<file path="config.mk">
export PLATFORM = sky130hd
export DESIGN_NAME = regfile_port_arbiter
export DESIGN_NICKNAME = d
export VERILOG_FILES = /design/src/rtl/regfile_port_arbiter_pkg.sv /design/src/rtl/arb_starve_cnt.sv /design/src/rtl/regfile_port_arbiter.sv
export SDC_FILE = /design/constraint.sdc
export NUM_CORES = 1
export LEC_CHECK = 0
export CAP_MARGIN = 10
export CORE_MARGIN = 2
export CORE_UTILIZATION = 40
export CTS_BUF_LIST = sky130_fd_sc_hd__clkbuf_4
export CTS_CLUSTER_DIAMETER = 150
export CTS_CLUSTER_SIZE = 10
export DETAILED_ROUTE_END_ITERATION = 12
export PLACE_DENSITY = 0.92
export SLEW_MARGIN = 20
export SYNTH_ARGS = -nofsm -noshare
export SYNTH_HDL_FRONTEND = slang
export SYNTH_SLANG_ARGS = --single-unit
</file>
<file path="constraint.sdc">
create_clock -name clk -period 6.85 [get_ports clk]
set_input_delay 1.0275 -clock clk [delete_from_list [all_inputs] [get_ports clk]]
set_output_delay 1.0275 -clock clk [all_outputs]
set_load 0.1 [all_outputs]
</file>
<file path="src/rtl/regfile_port_arbiter_pkg.sv">
//------------------------------------------------------------------------------
// Module : regfile_port_arbiter_pkg
// Brief  : Shared FSM encodings, default widths and register-zero constant.
// Rev    : 1.0  initial release
//------------------------------------------------------------------------------
`default_nettype none

package regfile_port_arbiter_pkg;

  localparam int DEF_AW   = 5;
  localparam int DEF_DW   = 32;
  localparam int REG_ZERO = 0;

  typedef enum logic [1:0] {
    ST_IDLE       = 2'd0,
    ST_GRANT_CORE = 2'd1,
    ST_GRANT_DBG  = 2'd2,
    ST_RESP       = 2'd3
  } arb_state_e;

endpackage

`default_nettype wire

</file>
<file path="src/rtl/arb_starve_cnt.sv">
//------------------------------------------------------------------------------
// Module : arb_starve_cnt
// Brief  : Saturating count of core grants issued while debug is waiting.
// Rev    : 1.0  initial release
//------------------------------------------------------------------------------
`default_nettype none

module arb_starve_cnt #(
  parameter int STARVE_MAX = 4
) (
  input  logic clk,
  input  logic rst,
  input  logic inc,
  input  logic clr,
  output logic at_max
);

  localparam int CW = $clog2(STARVE_MAX + 1);

  logic [CW-1:0] cnt_q;
  logic [CW-1:0] cnt_d;

  always_comb begin
    cnt_d = cnt_q;
    if (clr) begin
      cnt_d = '0;
    end else if (inc && (cnt_q != CW'(STARVE_MAX))) begin
      cnt_d = cnt_q + CW'(1);
    end
  end

  always_ff @(posedge clk or posedge rst) begin
    if (rst) begin
      cnt_q <= '0;
    end else begin
      cnt_q <= cnt_d;
    end
  end

  assign at_max = (cnt_q == CW'(STARVE_MAX));

endmodule

`default_nettype wire

</file>
<file path="src/rtl/regfile_port_arbiter.sv">
//------------------------------------------------------------------------------
// Module : regfile_port_arbiter
// Brief  : Shares the register file port set between core FSM and debug port
//          as 3-cycle transactions. Debug port enabled by REGFILE_ARB_DBG_EN.
// Rev    : 1.0  initial release
//------------------------------------------------------------------------------
`default_nettype none

module regfile_port_arbiter
  import regfile_port_arbiter_pkg::*;
#(
  parameter int AW         = DEF_AW,
  parameter int DW         = DEF_DW,
  parameter int STARVE_MAX = 4
) (
  input  logic          clk,
  input  logic          rst,
  input  logic          core_req,
  input  logic          core_we,
  input  logic [AW-1:0] core_rs,
  input  logic [AW-1:0] core_rt,
  input  logic [AW-1:0] core_rd,
  input  logic [DW-1:0] core_wdata,
  output logic          core_gnt,
  output logic          core_done,
  output logic [DW-1:0] core_rdata_a,
  output logic [DW-1:0] core_rdata_b,
  input  logic          dbg_req,
  input  logic          dbg_we,
  input  logic [AW-1:0] dbg_addr,
  input  logic [DW-1:0] dbg_wdata,
  output logic          dbg_gnt,
  output logic          dbg_done,
  output logic [DW-1:0] dbg_rdata,
  output logic [AW-1:0] rf_rs,
  output logic [AW-1:0] rf_rt,
  output logic [AW-1:0] rf_rd,
  output logic          rf_we,
  output logic [DW-1:0] rf_wdata,
  input  logic [DW-1:0] rf_data_a,
  input  logic [DW-1:0] rf_data_b
);

  arb_state_e    state_q, state_d;
  logic          lat_we_q, lat_we_d;
  logic          lat_dbg_q, lat_dbg_d;
  logic [AW-1:0] lat_rs_q, lat_rs_d;
  logic [AW-1:0] lat_rt_q, lat_rt_d;
  logic [AW-1:0] lat_rd_q, lat_rd_d;
  logic [DW-1:0] lat_wdata_q, lat_wdata_d;
  logic [DW-1:0] core_rdata_a_q, core_rdata_a_d;
  logic [DW-1:0] core_rdata_b_q, core_rdata_b_d;
  logic          core_win;
  logic          dbg_win;
  logic          in_grant;

`ifdef REGFILE_ARB_DBG_EN
  logic [DW-1:0] dbg_rdata_q, dbg_rdata_d;
  logic          starve_at_max;
  logic          starve_inc;
  logic          starve_clr;

  // Core normally wins; debug takes one slot once core has starved it long enough.
  assign dbg_win    = dbg_req && (!core_req || starve_at_max);
  assign core_win   = core_req && !dbg_win;
  assign starve_inc = (state_q == ST_IDLE) && core_win && dbg_req;
  assign starve_clr = !dbg_req || ((state_q == ST_IDLE) && dbg_win);

  arb_starve_cnt #(
    .STARVE_MAX (STARVE_MAX)
  ) u_starve_cnt (
    .clk    (clk),
    .rst    (rst),
    .inc    (starve_inc),
    .clr    (starve_clr),
    .at_max (starve_at_max)
  );
`else
  logic unused_dbg;

  assign dbg_win    = 1'b0;
  assign core_win   = core_req;
  assign unused_dbg = ^{dbg_req, dbg_we, dbg_addr, dbg_wdata} ^ (STARVE_MAX == 0);
`endif

  always_comb begin
    state_d        = state_q;
    lat_we_d       = lat_we_q;
    lat_dbg_d      = lat_dbg_q;
    lat_rs_d       = lat_rs_q;
    lat_rt_d       = lat_rt_q;
    lat_rd_d       = lat_rd_q;
    lat_wdata_d    = lat_wdata_q;
    core_rdata_a_d = core_rdata_a_q;
    core_rdata_b_d = core_rdata_b_q;
`ifdef REGFILE_ARB_DBG_EN
    dbg_rdata_d    = dbg_rdata_q;
`endif
    case (state_q)
      ST_IDLE: begin
        if (core_win) begin
          state_d     = ST_GRANT_CORE;
          lat_dbg_d   = 1'b0;
          lat_we_d    = core_we;
          lat_rs_d    = core_rs;
          lat_rt_d    = core_rt;
          lat_rd_d    = core_rd;
          lat_wdata_d = core_wdata;
        end
`ifdef REGFILE_ARB_DBG_EN
        else if (dbg_win) begin
          state_d     = ST_GRANT_DBG;
          lat_dbg_d   = 1'b1;
          lat_we_d    = dbg_we;
          lat_rs_d    = dbg_addr;
          lat_rt_d    = '0;
          lat_rd_d    = dbg_addr;
          lat_wdata_d = dbg_wdata;
        end
`endif
      end
      ST_GRANT_CORE: begin
        state_d = ST_RESP;
        if (!lat_we_q) begin
          core_rdata_a_d = rf_data_a;
          core_rdata_b_d = rf_data_b;
        end
      end
      ST_GRANT_DBG: begin
        state_d = ST_RESP;
`ifdef REGFILE_ARB_DBG_EN
        if (!lat_we_q) begin
          dbg_rdata_d = rf_data_a;
        end
`endif
      end
      ST_RESP: begin
        state_d = ST_IDLE;
      end
      default: begin
        state_d = ST_IDLE;
      end
    endcase
  end

  always_ff @(posedge clk or posedge rst) begin
    if (rst) begin
      state_q        <= ST_IDLE;
      lat_we_q       <= 1'b0;
      lat_dbg_q      <= 1'b0;
      lat_rs_q       <= '0;
      lat_rt_q       <= '0;
      lat_rd_q       <= '0;
      lat_wdata_q    <= '0;
      core_rdata_a_q <= '0;
      core_rdata_b_q <= '0;
    end else begin
      state_q        <= state_d;
      lat_we_q       <= lat_we_d;
      lat_dbg_q      <= lat_dbg_d;
      lat_rs_q       <= lat_rs_d;
      lat_rt_q       <= lat_rt_d;
      lat_rd_q       <= lat_rd_d;
      lat_wdata_q    <= lat_wdata_d;
      core_rdata_a_q <= core_rdata_a_d;
      core_rdata_b_q <= core_rdata_b_d;
    end
  end

`ifdef REGFILE_ARB_DBG_EN
  always_ff @(posedge clk or posedge rst) begin
    if (rst) begin
      dbg_rdata_q <= '0;
    end else begin
      dbg_rdata_q <= dbg_rdata_d;
    end
  end

  assign dbg_gnt   = (state_q == ST_GRANT_DBG);
  assign dbg_done  = (state_q == ST_RESP) && lat_dbg_q;
  assign dbg_rdata = dbg_rdata_q;
`else
  assign dbg_gnt   = 1'b0;
  assign dbg_done  = 1'b0;
  assign dbg_rdata = '0;
`endif

  // Port drive is purely state-decoded so an async reset releases the file at once.
  assign in_grant     = (state_q == ST_GRANT_CORE) || (state_q == ST_GRANT_DBG);
  assign rf_rs        = in_grant ? lat_rs_q : '0;
  assign rf_rt        = in_grant ? lat_rt_q : '0;
  assign rf_rd        = in_grant ? lat_rd_q : '0;
  assign rf_wdata     = in_grant ? lat_wdata_q : '0;
  assign rf_we        = in_grant && lat_we_q && (lat_rd_q != AW'(REG_ZERO));
  assign core_gnt     = (state_q == ST_GRANT_CORE);
  assign core_done    = (state_q == ST_RESP) && !lat_dbg_q;
  assign core_rdata_a = core_rdata_a_q;
  assign core_rdata_b = core_rdata_b_q;

endmodule

`default_nettype wire

</file>
**Yosys cells after proc, flatten, opt, wreduce, memory -nomap -nowiden**

Cells that the tools add are included.
W data, S select, Z words.

- Output and inout port bits: 148
- Bits in registers: 114
- Input port bits: 154

- Multiplexer cells: 6
- Equality and inequality tests: 4
- Reductions and logical operators: 8
- Bitwise logic cells: 1

Operator list:

| cell | count |
|---|---|
| $mux W32 | 1 |
| $mux W5 | 3 |
| $pmux W2 S3 | 1 |
| $reduce_bool A5 Y1 | 1 |
| $eq A2 B2 Y1 const B | 2 |
| $reduce_and A2 Y1 | 2 |
| $eq A2 B1 Y1 const B | 1 |
| $logic_and A1 B1 Y1 | 2 |
| $logic_not A2 Y1 | 1 |
| $mux W2 | 1 |
| $ne A2 B2 Y1 const B | 1 |
| $reduce_or A2 Y1 | 1 |
| $logic_or A1 B1 Y1 | 1 |
| $not A1 Y1 | 1 |

**Logic depth before layout (Yosys ltp)**

Gate-level depths: netlist of run 1.

- Depth in word-level cells: 4
- Gate-level depth with buffers: 6
- Mapped depth without buffers: 4

**Worst setup path after synthesis of run 1**

No wires, ideal clock.

- Path type: reg2out
- From: register state_q[0]
- To: output port rf_rd[4]
- Stages on the path, launching flop included: 6
- Buffers on the path: 2
- Data required time: 5.822 ns
- Arrival: 1.936 ns
- Setup slack: 3.887 ns
- Cell sequence: dfrtp_1 > inv_1 > ha_1 > clkbuf_1 > clkbuf_1 > and2_1

- Word-level cells in the longest chain between the ends: 3
- Elaborated cells on any way between the ends: 4
- Classes of those cells: eq/ne (2); mux (1); reduce/logical (1)

Ends and longest elaborated chain:

| what | RTL line | source |
|---|---|---|
| start, declared | regfile_port_arbiter.sv:44 | `arb_state_e state_q, state_d;` |
| start signal, assigned | regfile_port_arbiter.sv:158 | `state_q <= state_d;` |
| $eq A2 B1 Y1 / $eq A2 B2 Y1 (equally long branches) | regfile_port_arbiter.sv:189 | `assign in_grant = (state_q == ST_GRANT_CORE) \|\| (state_q == ST_GRANT_DBG);` |
| $logic_or A1 B1 Y1 * | regfile_port_arbiter.sv:189 |  |
| $mux W5 * | regfile_port_arbiter.sv:192 | `assign rf_rd = in_grant ? lat_rd_q : '0;` |
| end, declared | regfile_port_arbiter.sv:37 | `output logic [AW-1:0] rf_rd,` |

Every way passes the cells marked *; elsewhere a longest branch is shown, timed or not.

**Worst setup path in the final report of run 1**

- From: register state_q[1]
- To: output port rf_we

- Word-level cells in the longest chain between the ends: 4
- Elaborated cells on any way between the ends: 5
- Classes of those cells: eq/ne (2); reduce/logical (3)

Ends and longest elaborated chain:

| what | RTL line | source |
|---|---|---|
| $eq A2 B1 Y1 / $eq A2 B2 Y1 (equally long branches) | regfile_port_arbiter.sv:189 |  |
| $logic_or A1 B1 Y1 * | regfile_port_arbiter.sv:189 |  |
| $logic_and A1 B1 Y1 * (2 in a row) | regfile_port_arbiter.sv:194 | `assign rf_we = in_grant && lat_we_q && (lat_rd_q != AW'(REG_ZERO));` |
| end, declared | regfile_port_arbiter.sv:38 | `output logic rf_we,` |

Marked as above.

==> impl_metrics.env, run 1 <==
export IMPL_clkLatencyLatePin_ns=0.52
export IMPL_die_h_um=119
export IMPL_cts_clk_slew_worst_paths_ns=0.10
export IMPL_clock_sinks=114
export IMPL_root_buffer="clkbuf_4"
export IMPL_nNetsFinal=729
export IMPL_maxCapViolCount=0
export IMPL_min_path_type="flip-flop to flip-flop"
export IMPL_port_buffer_count=228
export IMPL_holdPathEnd="lat_wdata_q[11]"
export IMPL_critical_path_arrival_ns=3.23
export IMPL_fin_crit_sh_pct=62.1
export IMPL_grt_usage_pct=17.3
export IMPL_dp_cells=728
export IMPL_initial_core_util_pct=40.4
export IMPL_hpwl_mm=8.73
export IMPL_area_growth_pct=47.7
export IMPL_drc=0
export IMPL_layout_drive_gt1_share_pct=25.5
export IMPL_timing_rr_start="state_q[0]"
export IMPL_synth_largest_area_cell="dfrtp_1"
export IMPL_syn_area_sq_um=5290
export IMPL_die_area_sq_um=14200
export IMPL_finalCriticalPeriod_ns=4.26
export IMPL_slew_headroom_pct=32.4
export IMPL_finalSetupViolCount=0
export IMPL_synth_top_cell_area_share_pct=54.0
export IMPL_drtPass1Iterations=4
export IMPL_path_max_fanout=49
export IMPL_grt_start_max_net_pins=64
export IMPL_ctsLongestPathBuffers=2
export IMPL_gp_congestion=0.769
export IMPL_synth_seq_area_share_pct=54.0
export IMPL_final_cell_count_no_fill=760
export IMPL_vias=3380
export IMPL_ys_types=18
export IMPL_synth_area_leaders="dfrtp_1 54%, mux2_4 23%, mux2_2 7.0%"
export IMPL_hold_buffers=0
export IMPL_status="finished, final reports clean"
export IMPL_synth_ff_type="dfrtp_1"
export IMPL_cts_resized=0
export IMPL_io_pins=302
export IMPL_place_ws_ns=2.74
export IMPL_crit_type="flip-flop to output port"
export IMPL_ys_seq_elements=114
export IMPL_rsz0062_at_grt="no"
export IMPL_numCtsBuffers=17
export IMPL_r2r_cells=5
export IMPL_rows=42
export IMPL_htreeDepth=4
export IMPL_grt_antenna_before_repair=0
export IMPL_slew_viol_final=0
export IMPL_setup_tns_ns=0
export IMPL_core_area_sq_um=13100
export IMPL_grt_pass1_wl_mm=18.9
export IMPL_synth_edf_count=0
export IMPL_async_reset_ff_share_pct=100
export IMPL_end_kind="output port"
export IMPL_grt_pass1_vias=3634
export IMPL_synth_most_common_cell="dfrtp_1"
export IMPL_r2r_setup_slack_ns=4.70
export IMPL_hold_depth=1
export IMPL_timing_fmax_mhz=235
export IMPL_startpoint_type="flip-flop"
export IMPL_worstReg2RegEnd="lat_wdata_q[20]"
export IMPL_critPathRequiredTime_ns=5.82
export IMPL_synth_cells=339
export IMPL_drt_iter0_drc=97
export IMPL_via_per_inst=4.45
export IMPL_die_w_um=119
export IMPL_final_util_pct=59.7
export IMPL_wirelength_mm=12.0
export IMPL_hold_viol_final=0
export IMPL_synth_common_cells="114 x dfrtp_1, 80 x mux2_4, 47 x and2_1"
export IMPL_worst_pin_slew_ns=1.01
export IMPL_ant_nets=0
export IMPL_worst_slack_ns=2.59
export IMPL_syn_avg_cell_area_sq_um=15.6
export IMPL_yosysWarnings=0
export IMPL_min_delay_start="lat_wdata_q[11]"
export IMPL_cts_tree="built"
export IMPL_antennaDiodeCount=0
export IMPL_post_cts_setup_buffers=0
export IMPL_wire_per_inst_um=15.7
export IMPL_clock_skew_ns=0.0135
export IMPL_grt_ovfl_total=0
[cells by family (layout without fill, tap and decap cells)]
kind of cell | Yosys count | after routing | synth area share, %
compound gates | 1 | 1 | 0.189
fa+ha+maj | 4 | 4 | 0.947
buf+inv | 54 | 266 | 8.87
flops | 114 | 114 | 54.0
mux | 114 | 114 | 29.9
other cells | 1 | 34 | 0.0709
simple gates | 51 | 51 | 6.03
[metrics by stage]
step                area (sq um)  hold WS (ns)
floorplan                   5410         0.471
global placement            7490         0.481
detailed placement          7490         0.485
CTS                         7800         0.511
global route                7810         0.523
finish                      7810         0.507
[worst max path at each step]
stage	endpoint	start	depth (start not counted)
floorplan	core_rdata_a[0]	rst	1
global placement	rf_we	state_q[0]	4
detailed placement	rf_we	state_q[1]	4
CTS	rf_we	state_q[0]	4
global route	rf_we	state_q[1]	4
finish	rf_we	state_q[1]	4
[critical path, cell delays in order (launching register included)]
cell and delay [ns]:
dfrtp_1 0.41, inv_1 0.09, ha_2 0.79, o311a_1 0.28, clkdlybuf4s50_1 1.13
[registers in the layout (all words and copies together) (netlist names)]
signal	cells
core_rdata_a	32
state_q	2
lat_rd_q	5
lat_wdata_q	32
core_rdata_b	32
lat_we_q	1
lat_rs_q	5
lat_rt_q	5
[cell type report]
type	count	area [sq um]
clock inverters	12	164
fillers	962	5280
well taps	176	220
repair buffers	231	2310
clock buffers	20	150
flip-flops and latches	114	2850
inverters	3	13.8
multi-input cells	204	2100
[per-layer routing]
layer | wire, um | GRT usage, %
met2 | 6120 | 29.8
met1 | 4830 | 19.4
met5 | 0 | 0
met4 | 75 | 4.24
met3 | 938 | 8.00
[cell usage in the layout (no fill, tap or decap)]
cell             Yosys  final
o311a_1              1      1
nand2_2              0      1
ha_1                 4      3
mux2_2              33     33
buf_6                3      1
inv_1                3      2
nor2b_1              1      1
mux2_4              80     80
clkbuf_4             0     20
or3_1                1      1
dfrtp_1            114    114
buf_4               34      2
clkinvlp_4           0      3
clkinv_2             0      2
bufinv_16            0      4
mux2i_1              1      1
nor2b_4              0      1
and2_1              47     47
clkdlybuf4s50_1      0    228
clkinv_1             0      3
conb_1               1     34
ha_2                 0      1
inv_4                0      1
Power of run 1 is left out: the tool's default activity adds up to more than one toggle a clock period on the data nets, which glitch-free logic cannot reach.
==> inputs of run 2 (changes only) <==
Clock period 6.85 ns to 4.23 ns, I/O delays scaled along.
==> impl_metrics.env, run 2 (synthesized netlist as in run 1, its figures left out) <==
export IMPL_status="finished, final reports clean"
export IMPL_rsz0062_at_grt="no"
export IMPL_cts_clk_slew_worst_paths_ns=0.11
export IMPL_wirelength_mm=11.7
export IMPL_r2r_setup_slack_ns=1.99
export IMPL_maxCapViolCount=0
export IMPL_hold_ws_ns=0.508
export IMPL_timing_fmax_mhz=332
export IMPL_r2r_cells=5
export IMPL_hpwl_mm=8.51
export IMPL_critPathSlowestCell="clkdlybuf4s50_1"
export IMPL_final_common_cell="clkdlybuf4s50_1"
export IMPL_ant_nets=0
export IMPL_grt_usage_pct=16.8
export IMPL_root_buffer="clkbuf_4"
export IMPL_finalCriticalPeriod_ns=3.01
export IMPL_critPathRequiredTime_ns=3.60
export IMPL_clock_skew_ns=0.0140
export IMPL_grt_ovfl_total=0
export IMPL_port_buffer_count=228
export IMPL_vias=3358
export IMPL_core_area_sq_um=13100
export IMPL_clkLatencyLatePin_ns=0.51
export IMPL_die_w_um=119
export IMPL_grt_start_max_net_pins=59
export IMPL_grt_pass1_wl_mm=18.4
export IMPL_fillers=986
export IMPL_setup_tns_ns=0
export IMPL_via_per_inst=4.41
export IMPL_max_stage_delay_ns=1.16
export IMPL_ctsLongestPathBuffers=2
export IMPL_hold_viol_final=0
export IMPL_cts_tree="built"
export IMPL_htreeDepth=4
export IMPL_worstReg2RegEnd="lat_rs_q[4]"
export IMPL_final_cell_mix="180 x clkdlybuf4s50_1, 114 x dfrtp_1, 80 x mux2_4"
export IMPL_min_path_type="flip-flop to flip-flop"
export IMPL_slew_headroom_pct=31.4
export IMPL_drc=0
export IMPL_timing_rr_start="state_q[1]"
export IMPL_wire_per_inst_um=15.4
export IMPL_drt_iter0_drc=122
export IMPL_die_h_um=119
export IMPL_path_cells="inv_1, ha_1, clkdlybuf4s50_1"
export IMPL_slew_viol_final=0
export IMPL_holdPathEnd="lat_wdata_q[21]"
export IMPL_nNetsFinal=731
export IMPL_worst_pin_slew_ns=1.03
export IMPL_critical_path_arrival_ns=2.38
export IMPL_path_delay_family="buffers and inverters"
export IMPL_antennaDiodeCount=0
export IMPL_post_cts_setup_buffers=0
export IMPL_startpoint_type="flip-flop"
export IMPL_crit_type="flip-flop to output port"
export IMPL_gp_congestion=0.799
export IMPL_cts_resized=0
export IMPL_place_ws_ns=1.38
export IMPL_clock_sinks=114
export IMPL_die_area_sq_um=14200
export IMPL_worst_slack_ns=1.22
export IMPL_drtPass1Iterations=4
export IMPL_initial_core_util_pct=40.4
export IMPL_layout_drive_gt1_share_pct=34.1
export IMPL_hold_buffers=0
export IMPL_grt_pass1_vias=3521
export IMPL_finalSetupViolCount=0
export IMPL_io_pins=302
export IMPL_grt_antenna_before_repair=0
export IMPL_critPathBufInv=2
export IMPL_rows=42
export IMPL_path_max_fanout=4
export IMPL_area_growth_pct=46.6
export IMPL_hold_depth=1
export IMPL_numCtsBuffers=17
export IMPL_min_delay_start="lat_wdata_q[21]"
export IMPL_end_kind="output port"
export IMPL_fin_crit_sh_pct=71.2
## run 2: routing by layer
| layer | routed length (um) | track usage (%) | up-vias |
|---|---|---|---|
| met5 | 0 | 0 | - |
| met4 | 267 | 6.92 | 0 |
| met3 | 899 | 6.23 | 21 |
| met2 | 5720 | 27.6 | 169 |
| met1 | 4850 | 19.9 | 1627 |
| li1 | - | - | 1541 |
## run 2: layout make-up
type	count	area [sq um]	share of cell area, %
Multi-Input combinational cell	204	2100	27.1
Clock buffer	17	128	1.65
Inverter	3	13.8	0.178
Timing Repair Buffer	233	2240	29.0
Clock inverter	15	191	2.47
Tap cell	176	220	2.84
Sequential cell	114	2850	36.8
## run 2: per-stage QoR
stage,cell area [sq um],cells,util (%)
2_1_floorplan,5410,372,-
3_3_place_gp,7400,729,56.6
3_5_place_dp,7400,729,56.6
4_1_cts,7720,761,59.0
5_1_grt,7750,762,59.2
6_report,7750,762,59.2
## run 2: how the worst max path moves through the flow
stage	from	to	slack, ns	cells after the start
global route	state_q[1]	rf_we	0.98	4
global placement	state_q[0]	rf_we	1.52	4
detailed placement	state_q[1]	rf_we	1.38	4
finish	state_q[1]	core_gnt	1.22	3
CTS	state_q[1]	rf_we	0.75	4
floorplan	rst	core_rdata_a[0]	0.58	1
## run 2: worst reg2reg max path, cell delays in order (launching register included)
cell and delay, ns:
dfrtp_1 0.42, inv_1 0.09, ha_2 0.18, nand2_2 0.66, buf_4 0.40, mux2_2 0.37
Power of run 2 is left out for the same reason.
